**config.mk**
```make
export PLATFORM = sky130hd
export DESIGN_NAME = eth_manchester_tx
export DESIGN_NICKNAME = d
export VERILOG_FILES = /design/src/rtl/eth_pkg.sv /design/src/rtl/eth_nlp_timer.sv /design/src/rtl/eth_manchester_tx.sv
export SDC_FILE = /design/constraint.sdc
export NUM_CORES = 1
export LEC_CHECK = 0
export ABC_AREA = 1
export BUFFER_PORTS_ARGS = -buffer_cell sky130_fd_sc_hd__buf_2
export CAP_MARGIN = 0
export CORE_UTILIZATION = 40
export CTS_BUF_LIST = sky130_fd_sc_hd__clkbuf_16
export DETAILED_ROUTE_END_ITERATION = 10
export PLACE_DENSITY = 0.58
export SETUP_SLACK_MARGIN = 0.4
export SLEW_MARGIN = 20
export SYNTH_ARGS = -nofsm -noshare
export SYNTH_HDL_FRONTEND = slang
export SYNTH_SLANG_ARGS = --single-unit
```
**constraint.sdc**
```tcl
create_clock -name clk -period 2.8 [get_ports clk]
set_clock_uncertainty 0.1 [all_clocks]
set_input_delay 0 -clock clk [delete_from_list [all_inputs] [get_ports clk]]
set_output_delay 0 -clock clk [all_outputs]
set_load 0.005 [all_outputs]
```
**src/rtl/eth_pkg.sv**
```systemverilog
// Shared definitions for the 10BASE-T transmit line stage.
// Contents:
//   eth_tx_state_t : line FSM states (IDLE, NLP, DATA, TPIDL)
//   line_t         : differential driver pair {p, n}
//   LINE_POS       : td_p=1, td_n=0 (NLP and TP_IDL level)
//   LINE_OFF       : td_p=0, td_n=0 (line released)
//   DEF_*          : default timing at 20 MHz, also used by the receiver's
//                    link-pulse detector
package eth_pkg;

  typedef enum logic [1:0] {
    IDLE  = 2'd0,
    NLP   = 2'd1,
    DATA  = 2'd2,
    TPIDL = 2'd3
  } eth_tx_state_t;

  typedef struct packed {
    logic p;
    logic n;
  } line_t;

  localparam line_t LINE_POS = '{p: 1'b1, n: 1'b0};
  localparam line_t LINE_OFF = '{p: 1'b0, n: 1'b0};

  // 16 ms between link pulses, 100 ns pulse, 250 ns TP_IDL hold
  localparam int DEF_NLP_PERIOD   = 320000;
  localparam int DEF_NLP_WIDTH    = 2;
  localparam int DEF_TPIDL_CYCLES = 5;

endpackage

```
**src/rtl/eth_nlp_timer.sv**
```systemverilog
// Idle-time counter for normal link pulse scheduling.
// Ports:
//   clk, rst : clock, synchronous active-high reset
//   clear    : force count back to zero
//   en       : advance the count this cycle
//   fire     : one-cycle flag, high while en and count is NLP_PERIOD-1
// The pulse width itself belongs to the line FSM; this block only says when.
module eth_nlp_timer
  import eth_pkg::*;
#(
  parameter int NLP_PERIOD = DEF_NLP_PERIOD
) (
  input  logic clk,
  input  logic rst,
  input  logic clear,
  input  logic en,
  output logic fire
);

  localparam int CW = (NLP_PERIOD > 1) ? $clog2(NLP_PERIOD) : 1;
  localparam logic [CW-1:0] LAST = CW'(NLP_PERIOD - 1);

  logic [CW-1:0] cnt;

  assign fire = en && (cnt == LAST);

  always_ff @(posedge clk) begin
    if (rst || clear) begin
      cnt <= '0;
    end else if (en) begin
      cnt <= fire ? '0 : cnt + CW'(1);
    end
  end

endmodule

```
**src/rtl/eth_manchester_tx.sv**
```systemverilog
// Manchester encoder and line sequencer for the 10BASE-T transmitter.
// Ports:
//   clk, rst       : 20 MHz transmit clock (one cycle = one half-bit),
//                    synchronous active-high reset
//   tx_sck,tx_mosi : serial bit stream from the serializer, MSB-first
//   td_p, td_n     : registered differential line drivers
//   busy           : high in DATA or TPIDL
//   sync_err       : sticky, a strobe landed in the first half of a bit
//   frame_cnt      : frames started, wraps at 16 bits
//   state_dbg      : current FSM state
//
// Stream handshake: tx_sck is a valid-only strobe with no backpressure.
// A bit is transferred on each 0->1 transition of the registered tx_sck;
// tx_mosi is sampled in the same cycle. There is no ready; a strobe that
// arrives while the current bit is still in its first half is dropped and
// flagged on sync_err.
module eth_manchester_tx
  import eth_pkg::*;
#(
  parameter int NLP_PERIOD   = DEF_NLP_PERIOD,
  parameter int NLP_WIDTH    = DEF_NLP_WIDTH,
  parameter int TPIDL_CYCLES = DEF_TPIDL_CYCLES
) (
  input  logic          clk,
  input  logic          rst,
  input  logic          tx_sck,
  input  logic          tx_mosi,
  output logic          td_p,
  output logic          td_n,
  output logic          busy,
  output logic          sync_err,
  output logic [15:0]   frame_cnt,
  output eth_tx_state_t state_dbg
);

  localparam int HOLD_MAX = (NLP_WIDTH > TPIDL_CYCLES) ? NLP_WIDTH : TPIDL_CYCLES;
  localparam int HW       = $clog2(HOLD_MAX + 1);
  localparam logic [HW-1:0] NLP_LAST   = HW'(NLP_WIDTH - 1);
  localparam logic [HW-1:0] TPIDL_LAST = HW'(TPIDL_CYCLES - 1);

  // input sampling and rising-edge detect
  logic s_sck, s_sck_d, s_mosi, strobe;

  always_ff @(posedge clk) begin
    if (rst) begin
      s_sck   <= 1'b0;
      s_sck_d <= 1'b0;
      s_mosi  <= 1'b0;
    end else begin
      s_sck   <= tx_sck;
      s_sck_d <= s_sck;
      s_mosi  <= tx_mosi;
    end
  end

  assign strobe = s_sck & ~s_sck_d;

  // FSM state
  eth_tx_state_t state, state_nx;
  logic          cur_bit, cur_bit_nx;
  logic          phase, phase_nx;      // 0: first half (~bit), 1: second half (bit)
  logic [HW-1:0] hold_cnt, hold_nx;    // cycles spent in NLP / TPIDL
  logic          sync_err_nx;
  logic [15:0]   frame_cnt_nx;
  line_t         line_nx;
  logic          busy_nx;
  logic          nlp_fire;

  // Counts idle time only; leaving IDLE parks it at zero so every return to
  // IDLE restarts the full NLP period.
  eth_nlp_timer #(
    .NLP_PERIOD(NLP_PERIOD)
  ) u_nlp_timer (
    .clk  (clk),
    .rst  (rst),
    .clear(state != IDLE),
    .en   (state == IDLE),
    .fire (nlp_fire)
  );

  // state register (outputs registered alongside)
  always_ff @(posedge clk) begin
    if (rst) begin
      state     <= IDLE;
      cur_bit   <= 1'b0;
      phase     <= 1'b0;
      hold_cnt  <= '0;
      sync_err  <= 1'b0;
      frame_cnt <= '0;
      td_p      <= 1'b0;
      td_n      <= 1'b0;
      busy      <= 1'b0;
    end else begin
      state     <= state_nx;
      cur_bit   <= cur_bit_nx;
      phase     <= phase_nx;
      hold_cnt  <= hold_nx;
      sync_err  <= sync_err_nx;
      frame_cnt <= frame_cnt_nx;
      td_p      <= line_nx.p;
      td_n      <= line_nx.n;
      busy      <= busy_nx;
    end
  end

  // next-state logic
  always_comb begin
    state_nx     = state;
    cur_bit_nx   = cur_bit;
    phase_nx     = phase;
    hold_nx      = hold_cnt;
    sync_err_nx  = sync_err;
    frame_cnt_nx = frame_cnt;
    if (state != DATA && strobe) begin
      // frame start; any NLP or TP_IDL in progress is cut short
      state_nx     = DATA;
      cur_bit_nx   = s_mosi;
      phase_nx     = 1'b0;
      hold_nx      = '0;
      sync_err_nx  = 1'b0;
      frame_cnt_nx = frame_cnt + 16'd1;
    end else begin
      unique case (state)
        IDLE: begin
          if (nlp_fire) begin
            state_nx = NLP;
            hold_nx  = '0;
          end
        end
        NLP: begin
          if (hold_cnt == NLP_LAST) begin
            state_nx = IDLE;
            hold_nx  = '0;
          end else begin
            hold_nx = hold_cnt + HW'(1);
          end
        end
        DATA: begin
          if (!phase) begin
            phase_nx = 1'b1;
            if (strobe) sync_err_nx = 1'b1;
          end else if (strobe) begin
            cur_bit_nx = s_mosi;
            phase_nx   = 1'b0;
          end else begin
            state_nx = TPIDL;
            hold_nx  = '0;
          end
        end
        TPIDL: begin
          if (hold_cnt == TPIDL_LAST) begin
            state_nx = IDLE;
            hold_nx  = '0;
          end else begin
            hold_nx = hold_cnt + HW'(1);
          end
        end
        default: state_nx = IDLE;
      endcase
    end
  end

  // output logic, evaluated on the next state so the registers line up
  // with the state they describe
  always_comb begin
    line_nx = LINE_OFF;
    busy_nx = 1'b0;
    unique case (state_nx)
      IDLE: line_nx = LINE_OFF;
      NLP:  line_nx = LINE_POS;
      DATA: begin
        // a 1 goes low->high at mid-bit, a 0 goes high->low
        line_nx.p = phase_nx ? cur_bit_nx : ~cur_bit_nx;
        line_nx.n = phase_nx ? ~cur_bit_nx : cur_bit_nx;
        busy_nx   = 1'b1;
      end
      TPIDL: begin
        line_nx = LINE_POS;
        busy_nx = 1'b1;
      end
      default: line_nx = LINE_OFF;
    endcase
  end

  assign state_dbg = state;

endmodule

```
==> metrics.csv, run 1 <==
metric,value,unit
Synth cell types,29,
CTS max path bufs,2,
H-tree depth,2,
critical path class,reg -> reg,
slew at the pin with the worst max-slew slack,519,ps
Fin. Hold Viols,0,
CTS tree,done,
root buf cell,clkbuf_16,
leakage power total,1.23,nW
Synth Cell Area,2480,um2
CP Launch Type,register,
final slew viol count,0,
Final GP Congestion,0.761,
Iter 0 DRT Violations,114,
setup bufs post-CTS,0,
RSZ-0062 raised after global routing,no,
Worst path max stage delay,350,ps
Syn Nets,368,
vias per cell,4.76,
setup total negative slack,0,ps
setup slack after layout,1080,ps
Yosys reg bits,49,
Hold Path End,cur_bit,
highest clock rate,581,MHz
CP cell instances,ha_1 > nand3_1 > nor2_4 > nand3_2 > nand3_2 > inv_1 > nand2_1 > nor2_1,
layout net count,398,
maximum vdd drop,0.242,mV
placed cell count,455,
DR WL/cell,10.8,um
Worst Hold Launch,rst,
pre-CTS setup slack,1080,ps
Synth-to-Final Area Change,15.3,%
Core ar.,5960,um2
total power,1.53,mW
Num CTS Buffers,5,
Post-Syn Instances,359,
Initial Utilization,41.7,%
setup violators final,0,
number of buffers added on ports,25,
I/O pin count,26,
CTS clock-pin slew for the worst setup and hold paths,70,ps
chip width,80.8,um
Most common cell on crit path,nand3_2,
Routed WL,5040,um
worst hold stages,2,
Tcrit/Tclk final,61.5,%
gr usage total,17.0,%
Hold WC Path Type,in -> reg,
Worst Reg-to-Reg Cells,8,
initial antenna violation count,0,
number of global-route vias before repair,1982,
Rel. slew slack,65.1,%
R2R Path End,u_nlp_timer.cnt[13],
"Seq/Total Area, Yosys",39.5,%
share of layout cells above drive strength 1,15.4,%
status,"finished, final reports clean",
clock latency on the worst-skew pair,290,ps
min Tclk post-route,1720,ps
synth warn,0,
post-detail-place hpwl,3710,um
crit end category,register,
Final Util,48.1,%
Pre-antenna DRT Iters,4,
Worst EP arrival,1800,ps
number of diodes,0,
clock sink count,49,
Max-Cap Viols,0,
pin count of the biggest net entering global routing,21,
Fin Hold WS,19.5,ps
reg-to-reg critical path startpoint,u_nlp_timer.cnt[0],
r2r setup slk,1080,ps
first-pass GRT wire length,8790,um
slowest cell on the critical path,dfxtp_1,
Die Span Y,80.8,um
DRT antenna net count,0,
total grt overflow,0,
die area,6530,um2
DR vias,2214,
Finished Layout Cells,465,
"Cell Area, Placed",2680,um2
Mapped Avg Cell Area,6.92,um2
row cnt,28,
drt drc,0,
CP Max Fanout,13,
data required time of the critical path,2880,ps
post-route cell area,2860,um2
Pwr Density,534,nW/um2
[logic make-up after synthesis]
kind of cell | synth area share, %
DFF | 39.5
adders and majority gates | 2.52
and+or+nand+nor | 39.2
xor gates and xnor gates | 3.17
buffers and inverters | 9.16
AOI/OAI and AO/OA | 6.50
[cells in the final DEF, fill, tap and decap left out, drive strengths merged]
cell type / netlist / final
nand2: 86 / 86
nor2: 68 / 68
inv: 53 / 53
dfxtp: 49 / 49
buf: 2 / 25
nand3: 23 / 23
nor3: 18 / 18
a21oi: 17 / 17
o21ai: 10 / 10
xor2: 7 / 7
nand4: 7 / 7
ha: 5 / 5
clkbuf: 2 / 5
a31oi: 3 / 3
nor3b: 3 / 3
nand3b: 2 / 2
xnor2: 2 / 2
dlygate4sd3: 0 / 2
a211oi: 1 / 1
and2: 1 / 1
clkinv: 0 / 1
bufinv: 0 / 1
clkinvlp: 0 / 1
[cell type report]
| type | instances | area, um2 |
|---|---|---|
| clock buffer | 5 | 125 |
| clock inverter | 3 | 41.3 |
| fill | 616 | 3090 |
| inverter | 53 | 201 |
| multi-input combinational | 253 | 1280 |
| sequential | 49 | 981 |
| tap | 75 | 93.8 |
| timing repair buffer | 27 | 145 |
[power breakdown]
| group | total [mW] | internal [mW] | leakage (nW) | switching, mW |
|---|---|---|---|---|
| Sequential | 0.731 | 0.717 | 0.398 | 0.0145 |
| Clock | 0.678 | 0.418 | 0.0775 | 0.260 |
| Combinational | 0.119 | 0.0399 | 0.755 | 0.0791 |
| Total | 1.53 | 1.18 | 1.23 | 0.354 |
[synthesized netlist by cell type]
cell	n	share of area, %
nand2_2	6	1.5
dfxtp_1	49	39
xor2_1	7	2.5
nand4_1	7	1.8
clkbuf_1	2	0.30
o21ai_0	9	1.8
buf_4	1	0.30
nor2_2	7	1.8
a31oi_1	3	0.76
nor2_1	58	8.8
nor2_4	3	1.4
nand3_1	19	3.8
o21ai_1	1	0.20
inv_1	48	7.3
nor3_4	2	1.3
nand3_2	4	1.6
ha_1	5	2.5
nand2_1	80	12
xnor2_1	2	0.71
a21oi_1	17	3.4
nand3b_1	2	0.60
nor3_1	15	3.0
inv_2	4	0.60
nor3b_1	3	0.91
buf_6	1	0.45
a211oi_1	1	0.30
inv_4	1	0.25
and2_1	1	0.25
nor3_2	1	0.40
[layer usage]
metal	global-route usage, %	part of all wire, %	wire length (um)	vias to the layer above
met3	3.71	3.2	160	4
li1	-	-	-	1193
met5	0	0	0	-
met2	27.5	45	2270	30
met1	22.4	51	2570	987
met4	5.54	0.83	42	0
[timing repair]
item,4_1_cts,5_1_grt
hold endpoints to repair,2,0
gates resized for setup,0,0
hold buffers,2,0
[worst max-delay path: cells and delay by family (launching register included)]
kind / cells / cell delay (ps)
fa+ha+maj: 1 / 200
buf+inv: 1 / 150
flops: 1 / 350
simple gates: 6 / 820
[state kept, by name (all words and copies together), names as in the netlist]
| register | cells |
|---|---|
| frame_cnt | 16 |
| u_nlp_timer.cnt | 19 |
| td_p | 1 |
| sync_err | 1 |
| s_mosi | 1 |
| s_sck_d | 1 |
| state_dbg | 2 |
| cur_bit | 1 |
| busy | 1 |
| s_sck | 1 |
| td_n | 1 |
| phase | 1 |
| hold_cnt | 3 |
[worst max-delay path by stage]
stage,to,start,cells past startpoint
2_1_floorplan,td_n,u_nlp_timer.cnt[0],7
3_3_place_gp,u_nlp_timer.cnt[13],u_nlp_timer.cnt[0],8
6_report,u_nlp_timer.cnt[13],u_nlp_timer.cnt[0],8
5_1_grt,u_nlp_timer.cnt[17],u_nlp_timer.cnt[0],8
4_1_cts,u_nlp_timer.cnt[13],u_nlp_timer.cnt[0],8
3_5_place_dp,u_nlp_timer.cnt[13],u_nlp_timer.cnt[0],8
No activity file was read; power rests on OpenSTA's default activity.
==> run 2, diff against run 1 <==
--- a/config.mk
+++ b/config.mk
@@ -11,7 +11,7 @@
 export CORE_UTILIZATION = 40
 export CTS_BUF_LIST = sky130_fd_sc_hd__clkbuf_16
 export DETAILED_ROUTE_END_ITERATION = 10
-export PLACE_DENSITY = 0.58
+export PLACE_DENSITY = 0.6
 export SETUP_SLACK_MARGIN = 0.4
 export SLEW_MARGIN = 20
 export SYNTH_ARGS = -nofsm -noshare
==> constraint.sdc (replaced) <==
create_clock -name clk -period 1.55 [get_ports clk]
set_clock_uncertainty 0.1 [all_clocks]
set_input_delay 0 -clock clk [delete_from_list [all_inputs] [get_ports clk]]
set_output_delay 0 -clock clk [all_outputs]
set_load 0.005 [all_outputs]
==> metrics.csv, run 2 (synthesis gave the netlist of run 1 again) <==
metric,value,unit,change
data required time of the critical path,1630,ps,was 2880 ps
WP buf/inv,1,,unchanged
chip width,80.8,um,unchanged
Tcrit/Tclk final,94.2,%,was 61.5%
Core ar.,5960,um2,unchanged
setup slack after layout,90.0,ps,was 1080 ps
pre-CTS setup slack,54.1,ps,was 1080 ps
"commonest non-fill, non-tap cells in the layout","nand2_1, nor2_1, inv_1, buf_4, buf_2",,"was nand2_1, nor2_1, dfxtp_1, inv_1, buf_2"
Rel. slew slack,66.8,%,was 65.1%
Iter 0 DRT Violations,107,,was 114
Internal Power,2.20,mW,was 1.18 mW
number of global-route vias before repair,2238,,was 1982
Die Span Y,80.8,um,unchanged
placed cell count,461,,was 455
Switching Share,25.0,%,was 23.1%
Num CTS Buffers,5,,unchanged
slew at the pin with the worst max-slew slack,498,ps,was 519 ps
Largest register FFs,19,,unchanged
Worst path max stage delay,370,ps,was 350 ps
root buf cell,clkbuf_16,,unchanged
drt drc,0,,unchanged
setup total negative slack,0,ps,unchanged
Largest regs,"u_nlp_timer.cnt x19, frame_cnt x16, hold_cnt x3",,unchanged
CP Max Fanout,6,,was 13
total power,2.93,mW,was 1.53 mW
status,"finished, final reports clean",,unchanged
I/O pin count,26,,unchanged
sequential group share of total power,45.0,%,was 47.8%
CP Launch Type,register,,unchanged
min Tclk post-route,1460,ps,was 1720 ps
Clk pwr share,42.0,%,was 44.4%
Synth-to-Final Area Change,54.9,%,was 15.3%
Finished Layout Cells,507,,was 465
NetSw,0.734,mW,was 0.354 mW
leakage power total,1.61,nW,was 1.23 nW
Max-Cap Viols,0,,unchanged
crit end category,register,,unchanged
fill cell count,485,,was 616
slowest cell on the critical path,dfxtp_4,,was dfxtp_1
setup violators final,0,,unchanged
Most common cell on crit path,nand3_4,,was nand3_2
CTS clock-pin slew for the worst setup and hold paths,60,ps,was 70 ps
clock sink count,49,,unchanged
DRT antenna net count,0,,unchanged
layout net count,440,,was 398
Pre-antenna DRT Iters,4,,unchanged
"most common cell after layout, fill and taps aside",nand2_1,,unchanged
post-detail-place hpwl,4010,um,was 3710 um
r2r setup slk,90,ps,was 1080 ps
Worst EP arrival,1540,ps,was 1800 ps
RSZ-0062 raised after global routing,yes,,was no
clock latency on the worst-skew pair,290,ps,about the same
H-tree depth,2,,unchanged
CP cell instances,ha_4 > nand3_4 > nor2_4 > nand3_4 > nand3_4 > buf_6 > nor2_1,,was ha_1 > nand3_1 > nor2_4 > nand3_2 > nand3_2 > inv_1 > nand2_1 > nor2_1
DR vias,2518,,was 2214
Top reg by flops,u_nlp_timer.cnt,,unchanged
maximum vdd drop,0.495,mV,was 0.242 mV
initial antenna violation count,0,,unchanged
Fin Hold WS,66.2,ps,was 19.5 ps
Initial Utilization,41.7,%,unchanged
Pwr Density,761,nW/um2,was 534 nW/um2
first-pass GRT wire length,9550,um,was 8790 um
share of layout cells above drive strength 1,49.5,%,was 15.4%
vias per cell,4.97,,was 4.76
CTS max path bufs,2,,unchanged
gr usage total,19.1,%,was 17.0%
Fin. Hold Viols,0,,unchanged
top cell family by delay on the critical path,simple AND/OR/NAND/NOR gates,,unchanged
row cnt,28,,unchanged
DR WL/cell,12.1,um,was 10.8 um
Hold WC Path Type,in -> reg,,unchanged
Final GP Congestion,0.833,,was 0.761
Logic pwr share,13.0,%,was 7.8%
final slew viol count,0,,unchanged
Routed WL,6160,um,was 5040 um
highest clock rate,685,MHz,was 581 MHz
critical path class,reg -> reg,,unchanged
number of diodes,0,,unchanged
CTS tree,done,,unchanged
total grt overflow,0,,unchanged
pin count of the biggest net entering global routing,20,,was 21
number of buffers added on ports,25,,unchanged
die area,6530,um2,unchanged
run 2: cell types whose count changed in the layout (fill, tap and decap cells not counted), sizes merged:
cell and delta:
buf +42
run 2: cell type report:
type | count | area, um2 | area share, %
clock buffers | 5 | 125 | 3.25
clock inverters | 3 | 41.3 | 1.07
inverters | 53 | 234 | 6.08
multi-input cells | 253 | 1760 | 45.8
flip-flops and latches | 49 | 1060 | 27.6
well taps | 75 | 93.8 | 2.44
repair buffers | 69 | 529 | 13.7
run 2: path summary, 6_finish.rpt:
path                       from            endpoint  depth (start not counted)
max          u_nlp_timer.cnt[0]  u_nlp_timer.cnt[5]                          7
min                         rst       frame_cnt[15]                          3
max reg2reg  u_nlp_timer.cnt[0]  u_nlp_timer.cnt[5]                          7
min reg2reg  u_nlp_timer.cnt[0]  u_nlp_timer.cnt[0]                          1
run 2: metal layers:
layer / vias to the layer above / track usage, % / wire, um
met3: 10 / 3.60 / 252
met4: 0 / 7.86 / 104
met5: - / 0 / 0
met2: 49 / 34.9 / 3210
li1: 1281 / - / -
met1: 1178 / 21.4 / 2590
run 2: per-stage QoR:
stage / util [%] / area, um2
floorplan: - / 2640
global placement: 48.2 / 2870
detailed placement: 48.2 / 2870
CTS: 58.0 / 3460
global route: 64.6 / 3850
finish: 64.6 / 3850
run 2: worst reg2reg max path: stages (launching register included):
cell	delay (ps)
dfxtp_4	370
ha_4	150
nand3_4	90
nor2_4	170
nand3_4	120
nand3_4	150
buf_6	160
nor2_1	40
run 2: timing repair:
item,4_1_cts,5_1_grt
gates resized for setup,76,77
endpoints found under the setup margin,43,45
hold endpoints to repair,2,0
buffers inserted,18,18
pin swaps,32,43
hold buffers,2,0
run 2: power groups by stage:
stage,logic (mW),clock network (mW),registers [mW]
after floorplan,0.182,0,1.36
after global placement,0.248,0,1.36
after detailed placement,0.250,0,1.36
after CTS,0.334,1.25,1.32
after global routing,0.421,1.31,1.32
final,0.380,1.23,1.32
